`config.mk`:
```
export PLATFORM = sky130hd
export DESIGN_NAME = led_scanner
export DESIGN_NICKNAME = d
export VERILOG_FILES = /design/src/rtl/led_scanner.sv
export SDC_FILE = /design/constraint.sdc
export NUM_CORES = 1
export LEC_CHECK = 0
export ABC_AREA = 1
export CELL_PAD_IN_SITES_DETAIL_PLACEMENT = 0
export CELL_PAD_IN_SITES_GLOBAL_PLACEMENT = 2
export CORE_MARGIN = 2
export CORE_UTILIZATION = 31
export CTS_CLUSTER_SIZE = 12
export DETAILED_ROUTE_END_ITERATION = 8
export GPL_TIMING_DRIVEN = 0
export MAX_ROUTING_LAYER = met4
export PLACE_DENSITY = 0.87
export SKIP_LAST_GASP = 1
export SLEW_MARGIN = 20
export SYNTH_ARGS = -nofsm -noshare
export SYNTH_HDL_FRONTEND = slang
export SYNTH_SLANG_ARGS = --single-unit
```
`constraint.sdc`:
```
create_clock -name clk -period 1.7 [get_ports clk]
set_input_delay 0.17 -clock clk [delete_from_list [all_inputs] [get_ports clk]]
set_output_delay 0.17 -clock clk [all_outputs]
set_load 0.02 [all_outputs]
```
`src/rtl/led_scanner.sv`:
```
// Animated LED bar: a lit head steps across WIDTH LEDs at a programmable rate,
// with bounce/wrap/hold motion and a PWM-dimmed trail of recent head positions.
module led_scanner #(
    parameter int WIDTH          = 8,
    parameter int PERIOD_W       = 32,
    parameter int DEFAULT_PERIOD = 1200000,
    parameter int TAIL           = 3,
    parameter int PWM_BITS       = 4,
    localparam int POS_W         = $clog2(WIDTH)
) (
    input  logic                clk,
    input  logic                rst,
    input  logic                en,
    input  logic [1:0]          mode,
    input  logic [PERIOD_W-1:0] period,
    input  logic                period_load,
    output logic [WIDTH-1:0]    leds,
    output logic [POS_W-1:0]    pos,
    output logic                dir,
    output logic                step
);

    typedef enum logic [1:0] {
        MODE_BOUNCE  = 2'd0,
        MODE_WRAP_UP = 2'd1,
        MODE_WRAP_DN = 2'd2,
        MODE_HOLD    = 2'd3
    } mode_e;

    localparam int TN = (TAIL > 0) ? TAIL : 1;
    localparam logic [POS_W-1:0]    LAST_POS  = POS_W'(WIDTH - 1);
    localparam logic [PERIOD_W-1:0] RST_PERIOD = PERIOD_W'(DEFAULT_PERIOD);

    logic [PERIOD_W-1:0] timer_q, timer_d, period_q;
    logic [POS_W-1:0]    pos_q, pos_d;
    logic                dir_q, dir_d;
    logic                step_q, step_evt;
    logic [PWM_BITS-1:0] pwm_q;
    logic [WIDTH-1:0]    leds_q, leds_d;
    logic [TN:1]         trail_vld_q;
    logic [POS_W-1:0]    trail_idx_q [1:TN];
    logic [TN:1]         trail_on;

    always_comb begin
        step_evt = en && (timer_q == '0);
        timer_d  = timer_q;
        if (en) begin
            timer_d = step_evt ? period_q : timer_q - PERIOD_W'(1);
        end
    end

    // Ends are compared explicitly so a non-power-of-two WIDTH never overshoots.
    always_comb begin
        pos_d = pos_q;
        dir_d = dir_q;
        case (mode_e'(mode))
            MODE_BOUNCE: begin
                if (!dir_q) begin
                    if (pos_q == LAST_POS) begin
                        pos_d = LAST_POS - POS_W'(1);
                        dir_d = 1'b1;
                    end else begin
                        pos_d = pos_q + POS_W'(1);
                    end
                end else begin
                    if (pos_q == '0) begin
                        pos_d = POS_W'(1);
                        dir_d = 1'b0;
                    end else begin
                        pos_d = pos_q - POS_W'(1);
                    end
                end
            end
            MODE_WRAP_UP: begin
                dir_d = 1'b0;
                pos_d = (pos_q == LAST_POS) ? '0 : pos_q + POS_W'(1);
            end
            MODE_WRAP_DN: begin
                dir_d = 1'b1;
                pos_d = (pos_q == '0) ? LAST_POS : pos_q - POS_W'(1);
            end
            default: ;
        endcase
    end

    always_ff @(posedge clk or negedge rst) begin
        if (!rst) begin
            timer_q  <= RST_PERIOD;
            period_q <= RST_PERIOD;
            pos_q    <= '0;
            dir_q    <= 1'b0;
            step_q   <= 1'b0;
            pwm_q    <= '0;
            leds_q   <= '0;
        end else begin
            // A load coinciding with a reload only affects the following reload.
            if (period_load) begin
                period_q <= period;
            end
            timer_q <= timer_d;
            step_q  <= step_evt;
            pwm_q   <= pwm_q + PWM_BITS'(1);
            leds_q  <= leds_d;
            if (step_evt) begin
                pos_q <= pos_d;
                dir_q <= dir_d;
            end
        end
    end

    generate
        if (TAIL > 0) begin : g_trail
            for (genvar gi = 1; gi <= TAIL; gi++) begin : g_stage
                localparam int LEVEL = (1 << PWM_BITS) >> gi;
                if (gi == 1) begin : g_first
                    always_ff @(posedge clk or negedge rst) begin
                        if (!rst) begin
                            trail_vld_q[gi] <= 1'b0;
                            trail_idx_q[gi] <= '0;
                        end else if (step_evt) begin
                            trail_vld_q[gi] <= 1'b1;
                            trail_idx_q[gi] <= pos_q;
                        end
                    end
                end else begin : g_next
                    always_ff @(posedge clk or negedge rst) begin
                        if (!rst) begin
                            trail_vld_q[gi] <= 1'b0;
                            trail_idx_q[gi] <= '0;
                        end else if (step_evt) begin
                            trail_vld_q[gi] <= trail_vld_q[gi-1];
                            trail_idx_q[gi] <= trail_idx_q[gi-1];
                        end
                    end
                end
                // Each older stage gets half the duty of the one before it.
                assign trail_on[gi] = trail_vld_q[gi] &&
                                      ({1'b0, pwm_q} < (PWM_BITS + 1)'(LEVEL));
            end
        end else begin : g_no_trail
            assign trail_vld_q    = '0;
            assign trail_idx_q[1] = '0;
            assign trail_on       = '0;
        end

        for (genvar gi = 0; gi < WIDTH; gi++) begin : g_led
            logic hit;
            always_comb begin
                hit = (pos_q == POS_W'(gi));
                for (int k = 1; k <= TAIL; k++) begin
                    if (trail_on[k] && (trail_idx_q[k] == POS_W'(gi))) begin
                        hit = 1'b1;
                    end
                end
            end
            assign leds_d[gi] = hit;
        end
    endgenerate

    assign leds = leds_q;
    assign pos  = pos_q;
    assign dir  = dir_q;
    assign step = step_q;

endmodule

```
==> results_tabular.tex, run 1 <==
\begin{tabular}{lr}
\hline
Metric & Value \\
\hline
\multicolumn{2}{l}{\textbf{Timing}} \\
Slew headroom & 57.2\% \\
Finish-stage setup viols & 0 \\
Highest achievable clock rate & 590 MHz \\
Final clock skew & 11.9 ps \\
Hold Violations, Final & 0 \\
Clock period minus final worst setup slack & 1690 ps \\
Post-route worst hold slack & 261 ps \\
RSZ-0062 raised after global routing & yes \\
Worst slew pin tran & 636 ps \\
Fin crit share & 99.6\% \\
Max-slew violation count & 0 \\
\multicolumn{2}{l}{\textbf{Critical path}} \\
Worst EP arrival & 1970 ps \\
Capturing element type of the critical path & flop \\
Maximum fanout along the worst path & 6 \\
Worst setup path start & timer\_q[0] \\
Setup Crit Path Kind & flop to flop \\
Launching element type of the critical path & flop \\
Required arrival time at the worst endpoint & 1980 ps \\
Start of the worst register-to-register path & timer\_q[0] \\
\multicolumn{2}{l}{\textbf{Global routing}} \\
First-pass GRT wire length & 25.7 mm \\
GRT overflow & 0 \\
Maximum number of pins on one net before global-route repair & 65 \\
Via count of the first global-routing pass & 4772 \\
Antenna violations before repair & 0 \\
Total Routing Usage GR & 18.7\% \\
\multicolumn{2}{l}{\textbf{Final layout}} \\
Fraction of layout cells with a size suffix above 1 & 22.0\% \\
Final \#Nets & 861 \\
Number of antenna cells inserted & 0 \\
Number of cells in the finished layout apart from fillers & 1040 \\
Core Util, Final & 41.3\% \\
Number of filler instances in the final layout & 1708 \\
Relative area change from synthesis to final layout & 30.3\% \\
\multicolumn{2}{l}{\textbf{CTS}} \\
Maximum number of buffers from clock root to sink & 2 \\
H-tree lvl count & 3 \\
Number of buffers inserted during clock tree synthesis & 9 \\
Root Buffer & sky130\_fd\_sc\_hd\_\_clkbuf\_16 \\
TritonCTS clock tree & done \\
Worst-skew pair later-pin latency & 360 ps \\
Clock transition at path regs & 70 ps \\
Number of clock sinks seen by CTS & 93 \\
\multicolumn{2}{l}{\textbf{Hold path}} \\
Path type of the worst min-delay path & primary input to asynchronous set/reset pin \\
\multicolumn{2}{l}{\textbf{Placement}} \\
Placed cell count & 989 \\
Final weighted congestion of routability-driven global placement & 0.843 \\
Total half-perimeter wirelength after legalization and detailed placement & 11.6 mm \\
I/O Buffers & 49 \\
\multicolumn{2}{l}{\textbf{Detailed routing}} \\
Remaining antenna violation count & 0 \\
Pre-Repair DR Iteration Count & 5 \\
Number of design-rule violations left by the first detailed-router iteration & 317 \\
DRC errors left & 0 \\
Vias/cell & 4.72 \\
Wire length per cell & 15.6 µm \\
Via count & 4906 \\
Final wirelength & 16.2 mm \\
\multicolumn{2}{l}{\textbf{Floorplan}} \\
Std cell rows & 48 \\
Die extent in y & 137 µm \\
Initial cell density of the core & 31.7\% \\
I/O pin count & 51 \\
Width of the die & 137 µm \\
Standard cell core area & 17200 µm² \\
Die area & 18700 µm² \\
\multicolumn{2}{l}{\textbf{Power and ir drop}} \\
Worst vdd ir & 0.000621 V \\
Power density over the cells & 1350 nW/µm² \\
Leak pwr & 3.35 nW \\
\multicolumn{2}{l}{\textbf{Synth}} \\
Share of the yosys chip area belonging to registers & 43.0\% \\
Synth async-reset ratio & 100\% \\
Synthesized instance count & 714 \\
Synthesized area & 5460 µm² \\
Count of flip-flops with a built-in enable after synthesis & 0 \\
Top flip-flop cell by instance count after synthesis & sky130\_fd\_sc\_hd\_\_dfrtp\_1 \\
Net count after synthesis & 765 \\
Yosys cell types & 38 \\
Mean post-synth cell area & 7.65 µm² \\
Seq cells post-synth & 93 \\
Synth Warn \# & 0 \\
\multicolumn{2}{l}{\textbf{Run}} \\
Max-cap check violation count & 0 \\
\multicolumn{2}{l}{\textbf{Status}} \\
Run status & completed \\
\hline
\end{tabular}
==> Yosys cell counts (2+ instances only) <==
library cell	n	area, µm²
sky130_fd_sc_hd__buf_2	3	15.0
sky130_fd_sc_hd__buf_6	2	22.5
sky130_fd_sc_hd__clkbuf_1	11	41.3
sky130_fd_sc_hd__clkbuf_8	2	27.5
sky130_fd_sc_hd__dfrtp_1	77	1930
sky130_fd_sc_hd__dfstp_2	16	420
sky130_fd_sc_hd__ha_1	13	163
sky130_fd_sc_hd__inv_1	91	342
sky130_fd_sc_hd__mux2_2	4	45.0
sky130_fd_sc_hd__nand2_1	207	777
sky130_fd_sc_hd__nand2_2	4	25.0
sky130_fd_sc_hd__nand2_4	2	22.5
sky130_fd_sc_hd__nand3_1	67	335
sky130_fd_sc_hd__nand3_2	12	120
sky130_fd_sc_hd__nand4_1	19	119
sky130_fd_sc_hd__nor2_1	64	240
sky130_fd_sc_hd__nor2_2	7	43.8
sky130_fd_sc_hd__nor2_4	6	67.6
sky130_fd_sc_hd__nor2_8	4	80.1
sky130_fd_sc_hd__nor3_1	2	10.0
sky130_fd_sc_hd__o2111ai_1	3	26.3
sky130_fd_sc_hd__o21ai_0	52	260
sky130_fd_sc_hd__o21ai_1	19	95.1
sky130_fd_sc_hd__o21ai_2	2	17.5
sky130_fd_sc_hd__xnor2_1	3	26.3
sky130_fd_sc_hd__xor2_1	10	87.6
==> cells in the final DEF, fill, tap and decap left out, types with 11 or more instances in the layout <==
| cell | synthesis | final |
|---|---|---|
| sky130_fd_sc_hd__nand2_1 | 207 | 195 |
| sky130_fd_sc_hd__inv_1 | 91 | 84 |
| sky130_fd_sc_hd__dfrtp_1 | 77 | 70 |
| sky130_fd_sc_hd__nand3_1 | 67 | 55 |
| sky130_fd_sc_hd__o21ai_0 | 52 | 50 |
| sky130_fd_sc_hd__nor2_1 | 64 | 47 |
| sky130_fd_sc_hd__clkdlybuf4s50_1 | 0 | 46 |
| sky130_fd_sc_hd__buf_4 | 0 | 31 |
| sky130_fd_sc_hd__nand3_2 | 12 | 20 |
| sky130_fd_sc_hd__nand4_1 | 19 | 19 |
| sky130_fd_sc_hd__o21ai_1 | 19 | 18 |
| sky130_fd_sc_hd__nor2_4 | 6 | 16 |
| sky130_fd_sc_hd__dfstp_2 | 16 | 16 |
| sky130_fd_sc_hd__nor2_2 | 7 | 15 |
| sky130_fd_sc_hd__nand2_2 | 4 | 14 |
| sky130_fd_sc_hd__clkbuf_1 | 11 | 13 |
| sky130_fd_sc_hd__ha_1 | 13 | 11 |
==> layout make-up <==
cell class	count	area [µm²]	area share, %
multi-input cells	508	2880	40.5
flip-flops and latches	93	2360	33.1
repair buffers	84	828	11.6
inverters	93	349	4.91
well taps	225	282	3.96
clock buffers	12	236	3.32
plain buffers	21	158	2.22
clock inverters	4	27.5	0.387
==> through the flow <==
step	setup slack, ps	power, mW	cell area (µm²)	TNS (ps)
after CTS	-13.3	9.13	6810	-33.9
final	6.41	9.58	7120	0
after global routing	-117	10.3	7120	-1730
after floorplan	61.5	5.75	5460	0
after detailed placement	-486	6.75	6260	-9320
after global placement	-3240	6.76	6230	-291190
==> worst paths after layout <==
| check | slack (ps) | endpoint | cells past startpoint |
|---|---|---|---|
| max | 6 | pos[0] | 10 |
| min | 260 | period_q[27] | 2 |
| max reg2reg | 6 | pos[0] | 10 |
| min reg2reg | 460 | pwm_q[0] | 1 |
| max in group asynchronous | 770 | period_q[9] | 3 |
| min in group clk | 340 | period_q[20] | 3 |
==> layer usage <==
metal / routed length (µm) / vias up / global-route usage [%]
met5: 0 / - / -
met4: 360 / 0 / 6.71
met2: 7470 / 102 / 28.2
li1: - / 2479 / -
met1: 7750 / 2304 / 25.9
met3: 631 / 21 / 2.11
==> critical path, cell delays in order, from the launching register on <==
cell and delay, ps:
sky130_fd_sc_hd__dfrtp_1 390, sky130_fd_sc_hd__inv_2 90, sky130_fd_sc_hd__ha_4 160, sky130_fd_sc_hd__nand2_4 70, sky130_fd_sc_hd__nor2_8 170, sky130_fd_sc_hd__buf_6 120, sky130_fd_sc_hd__nand4_4 150, sky130_fd_sc_hd__buf_12 210
sky130_fd_sc_hd__nor2_8 140, sky130_fd_sc_hd__nand2_2 60, sky130_fd_sc_hd__o21ai_2 50
==> logic make-up (layout without fill, tap and decap cells) <==
logic type | count (synthesis) | in the layout | share of synthesized area, %
XOR/XNOR | 13 | 13 | 2.09
buffers and inverters | 114 | 214 | 8.94
AO/OA/AOI/OAI | 80 | 80 | 7.82
flip-flops | 93 | 93 | 43.0
adder cells (fa/ha/maj) | 13 | 13 | 2.98
multiplexers | 4 | 4 | 0.825
AND/OR/NAND/NOR | 397 | 398 | 34.4
==> what timing repair did <==
| action | CTS | global route |
|---|---|---|
| gates cloned | 2 | 1 |
| pin swaps | 11 | 18 |
| endpoints found under the hold margin | 29 | 0 |
| setup buffers | 21 | 11 |
| endpoints found under the setup margin | 48 | 48 |
| resized for setup | 33 | 60 |
| hold buffers | 1 | 0 |
==> power by group <==
group | internal (mW) | switching [mW]
Clock | 0.995 | 0.904
Combinational | 1.69 | 2.76
Sequential | 2.71 | 0.526
==> registers in the layout, summed over array words and instances (netlist names) <==
register and flops:
timer_q 32, leds 8, trail_idx_q 9, pwm_q 4, dir 1, period_q 32, step 1, trail_vld_q 3
pos 3
(Power assumes the default switching activity.)
==> inputs of run 2 (changes only) <==
CORE_UTILIZATION = 34   (was 31)
CTS_CLUSTER_DIAMETER = 200   (was unset)
DONT_BUFFER_PORTS = 1   (was unset)
PLACE_DENSITY = 0.86   (was 0.87)
SKIP_CTS_REPAIR_TIMING = 1   (was unset)
==> run 2 against run 1 <==
  * Via count decreased by 0.37%
  * Critical path depth unchanged
  * Combinational power decreased by 10%
  * Critical path type unchanged
  * Worst hold slack got worse by 750 ps
  * Global-route usage increased by 0.27 points
  * Clock skew increased by 1.4 ps
  * Sequential power increased by 2%
  * The flow now finishes with violations (negative hold slack, negative setup slack)
==> results_tabular.tex, run 2 (synthesis gave the netlist of run 1 again) <==
\begin{tabular}{lr}
\hline
Metric & Value \\
\hline
\multicolumn{2}{l}{\textbf{Critical path}} \\
R2r setup slk & -10 ps \\
Library cell contributing the largest single delay on the critical path & sky130\_fd\_sc\_hd\_\_dfrtp\_1 \\
Launching element type of the critical path & flop \\
R2R depth & 10 \\
Required arrival time at the worst endpoint & 1940 ps \\
Reg-to-reg critical path endpoint & timer\_q[15] \\
Worst EP arrival & 1950 ps \\
Capturing element type of the critical path & flop \\
Delay of the slowest cell on the worst path & 390 ps \\
Start of the worst register-to-register path & timer\_q[0] \\
Crit path cell chain & inv\_2 > ha\_4 > nand2\_4 > nor2\_8 > nand2\_4 > nor2\_8 > buf\_12 > nand3\_2 > nand3\_1 > nand2\_1 \\
Maximum fanout along the worst path & 6 \\
Setup Crit Path Kind & flop to flop \\
\multicolumn{2}{l}{\textbf{CTS}} \\
Clock transition at path regs & 70 ps \\
TritonCTS clock tree & done \\
Maximum number of buffers from clock root to sink & 2 \\
H-tree lvl count & 3 \\
Number of buffers inserted during clock tree synthesis & 9 \\
Number of clock sinks seen by CTS & 93 \\
Worst-skew pair later-pin latency & 350 ps \\
Root Buffer & sky130\_fd\_sc\_hd\_\_clkbuf\_16 \\
\multicolumn{2}{l}{\textbf{Final layout}} \\
Fraction of layout cells with a size suffix above 1 & 20.2\% \\
Final \#Nets & 832 \\
Number of antenna cells inserted & 0 \\
Number of filler instances in the final layout & 1606 \\
Largest registers & period\_q x32, timer\_q x32, trail\_idx\_q x9 \\
Most common library cell in the layout ignoring fill and taps & sky130\_fd\_sc\_hd\_\_nand2\_1 \\
Relative area change from synthesis to final layout & 25.3\% \\
Commonest non-fill, non-tap cells in the layout & sky130\_fd\_sc\_hd\_\_nand2\_1, sky130\_fd\_sc\_hd\_\_inv\_1, sky130\_fd\_sc\_hd\_\_dfrtp\_1 \\
Number of cells in the finished layout apart from fillers & 1002 \\
\multicolumn{2}{l}{\textbf{Status}} \\
Violations in the final reports & negative hold slack, negative setup slack \\
Run status & finished with violations \\
\multicolumn{2}{l}{\textbf{Detailed routing}} \\
Via count & 4888 \\
DRC errors left & 0 \\
Remaining antenna violation count & 0 \\
Wire length per cell & 15.9 µm \\
Final wirelength & 16.0 mm \\
Vias/cell & 4.88 \\
Number of design-rule violations left by the first detailed-router iteration & 246 \\
Pre-Repair DR Iteration Count & 5 \\
\multicolumn{2}{l}{\textbf{Power and ir drop}} \\
Leak pwr & 3.21 nW \\
Clock network power share & 23.5\% \\
Switching power & 4.00 mW \\
Sum of internal, switching and leakage power & 9.56 mW \\
Internal portion of total power & 5.56 mW \\
Sw Ratio & 41.8\% \\
Power density over the cells & 1400 nW/µm² \\
Worst vdd ir & 0.000597 V \\
Sequential group share of total power & 34.8\% \\
Comb power frac & 41.7\% \\
\multicolumn{2}{l}{\textbf{Floorplan}} \\
Die area & 17100 µm² \\
Initial cell density of the core & 34.6\% \\
Std cell rows & 46 \\
Width of the die & 131 µm \\
Standard cell core area & 15800 µm² \\
Die extent in y & 131 µm \\
I/O pin count & 51 \\
\multicolumn{2}{l}{\textbf{Placement}} \\
I/O Buffers & 0 \\
Total half-perimeter wirelength after legalization and detailed placement & 11.3 mm \\
Placed cell count & 930 \\
Final weighted congestion of routability-driven global placement & 0.952 \\
\multicolumn{2}{l}{\textbf{Hold path}} \\
Path type of the worst min-delay path & primary input to asynchronous set/reset pin \\
\multicolumn{2}{l}{\textbf{Global routing}} \\
First-pass GRT wire length & 23.8 mm \\
Via count of the first global-routing pass & 4536 \\
Total Routing Usage GR & 19.0\% \\
Maximum number of pins on one net before global-route repair & 94 \\
Antenna violations before repair & 0 \\
GRT overflow & 0 \\
\multicolumn{2}{l}{\textbf{Timing}} \\
Finish-stage setup viols & 1 \\
Hold Violations, Final & 94 \\
Final clock skew & 13.3 ps \\
Fin crit share & 101\% \\
Post-route worst hold slack & -491 ps \\
RSZ-0062 raised after global routing & yes \\
Worst setup margin & -13.8 ps \\
Worst slew pin tran & 808 ps \\
Highest achievable clock rate & 583 MHz \\
Slew headroom & 45.6\% \\
Max-slew violation count & 0 \\
Clock period minus final worst setup slack & 1710 ps \\
\multicolumn{2}{l}{\textbf{Run}} \\
Max-cap check violation count & 0 \\
\hline
\end{tabular}
run 2: cell count changes in the layout (fill, tap and decap cells not counted), moves of 3 or more:
| cell | delta |
|---|---|
| sky130_fd_sc_hd__nand2_2 | -4 |
| sky130_fd_sc_hd__nand3_2 | -3 |
| sky130_fd_sc_hd__nand3_1 | +3 |
| sky130_fd_sc_hd__nor2_1 | +4 |
| sky130_fd_sc_hd__dfrtp_2 | +4 |
| sky130_fd_sc_hd__nand2_1 | +5 |
| sky130_fd_sc_hd__clkdlybuf4s50_1 | -46 |
| sky130_fd_sc_hd__dfrtp_1 | -4 |
| sky130_fd_sc_hd__dlygate4sd3_1 | +30 |
| sky130_fd_sc_hd__nor2_2 | -5 |
| sky130_fd_sc_hd__buf_4 | -9 |
run 2: layout make-up:
type	count	area [µm²]	area share, %
multi-input cells	508	2850	41.7
flip-flops and latches	93	2360	34.5
repair buffers	55	528	7.72
inverters	93	349	5.11
well taps	216	270	3.95
clock buffers	13	260	3.81
plain buffers	21	150	2.20
clock inverters	3	68.8	1.01
run 2: through the flow:
step,TNS (ps),worst slack [ps],instance area [µm²],util (%)
floorplan,0,61.5,5460,-
global placement,-5110,-284,5730,36.3
detailed placement,-4600,-264,5730,36.3
CTS,-5460,-279,6060,38.4
global route,-1380,-96.6,6840,43.4
finish,-13.8,-13.8,6840,43.4
run 2: power groups by stage:
stage	clock network, mW	registers, mW	logic (mW)
2_1_floorplan	0	3.11	2.64
3_3_place_gp	0	3.24	3.23
3_5_place_dp	0	3.25	3.26
4_1_cts	2.29	3.22	3.28
5_1_grt	2.38	3.39	4.44
6_report	2.25	3.32	3.99
run 2: worst max-delay path by stage:
| stage | startpoint | end | slack, ps | cells past startpoint |
|---|---|---|---|---|
| 2_1_floorplan | timer_q[0] | timer_q[3] | 60 | 10 |
| 3_3_place_gp | timer_q[0] | timer_q[21] | -280 | 9 |
| 3_5_place_dp | timer_q[0] | timer_q[21] | -260 | 9 |
| 4_1_cts | timer_q[0] | timer_q[21] | -280 | 9 |
| 5_1_grt | timer_q[0] | timer_q[15] | -100 | 10 |
| 6_report | timer_q[0] | timer_q[15] | -10 | 10 |
run 2: worst max-delay path, delay by kind of cell, from the launching register on:
| family | cells | cell delay, ps |
|---|---|---|
| buffers and inverters | 2 | 270 |
| adders and majority gates | 1 | 170 |
| DFF | 1 | 390 |
| and+or+nand+nor | 7 | 770 |
run 2: layer usage:
metal	global-route usage (%)	routed length, µm	up-vias
met4	9.14	672	0
met1	24.2	7130	2329
li1	-	-	2415
met3	3.38	446	38
met2	29.3	7700	106
met5	-	0	-
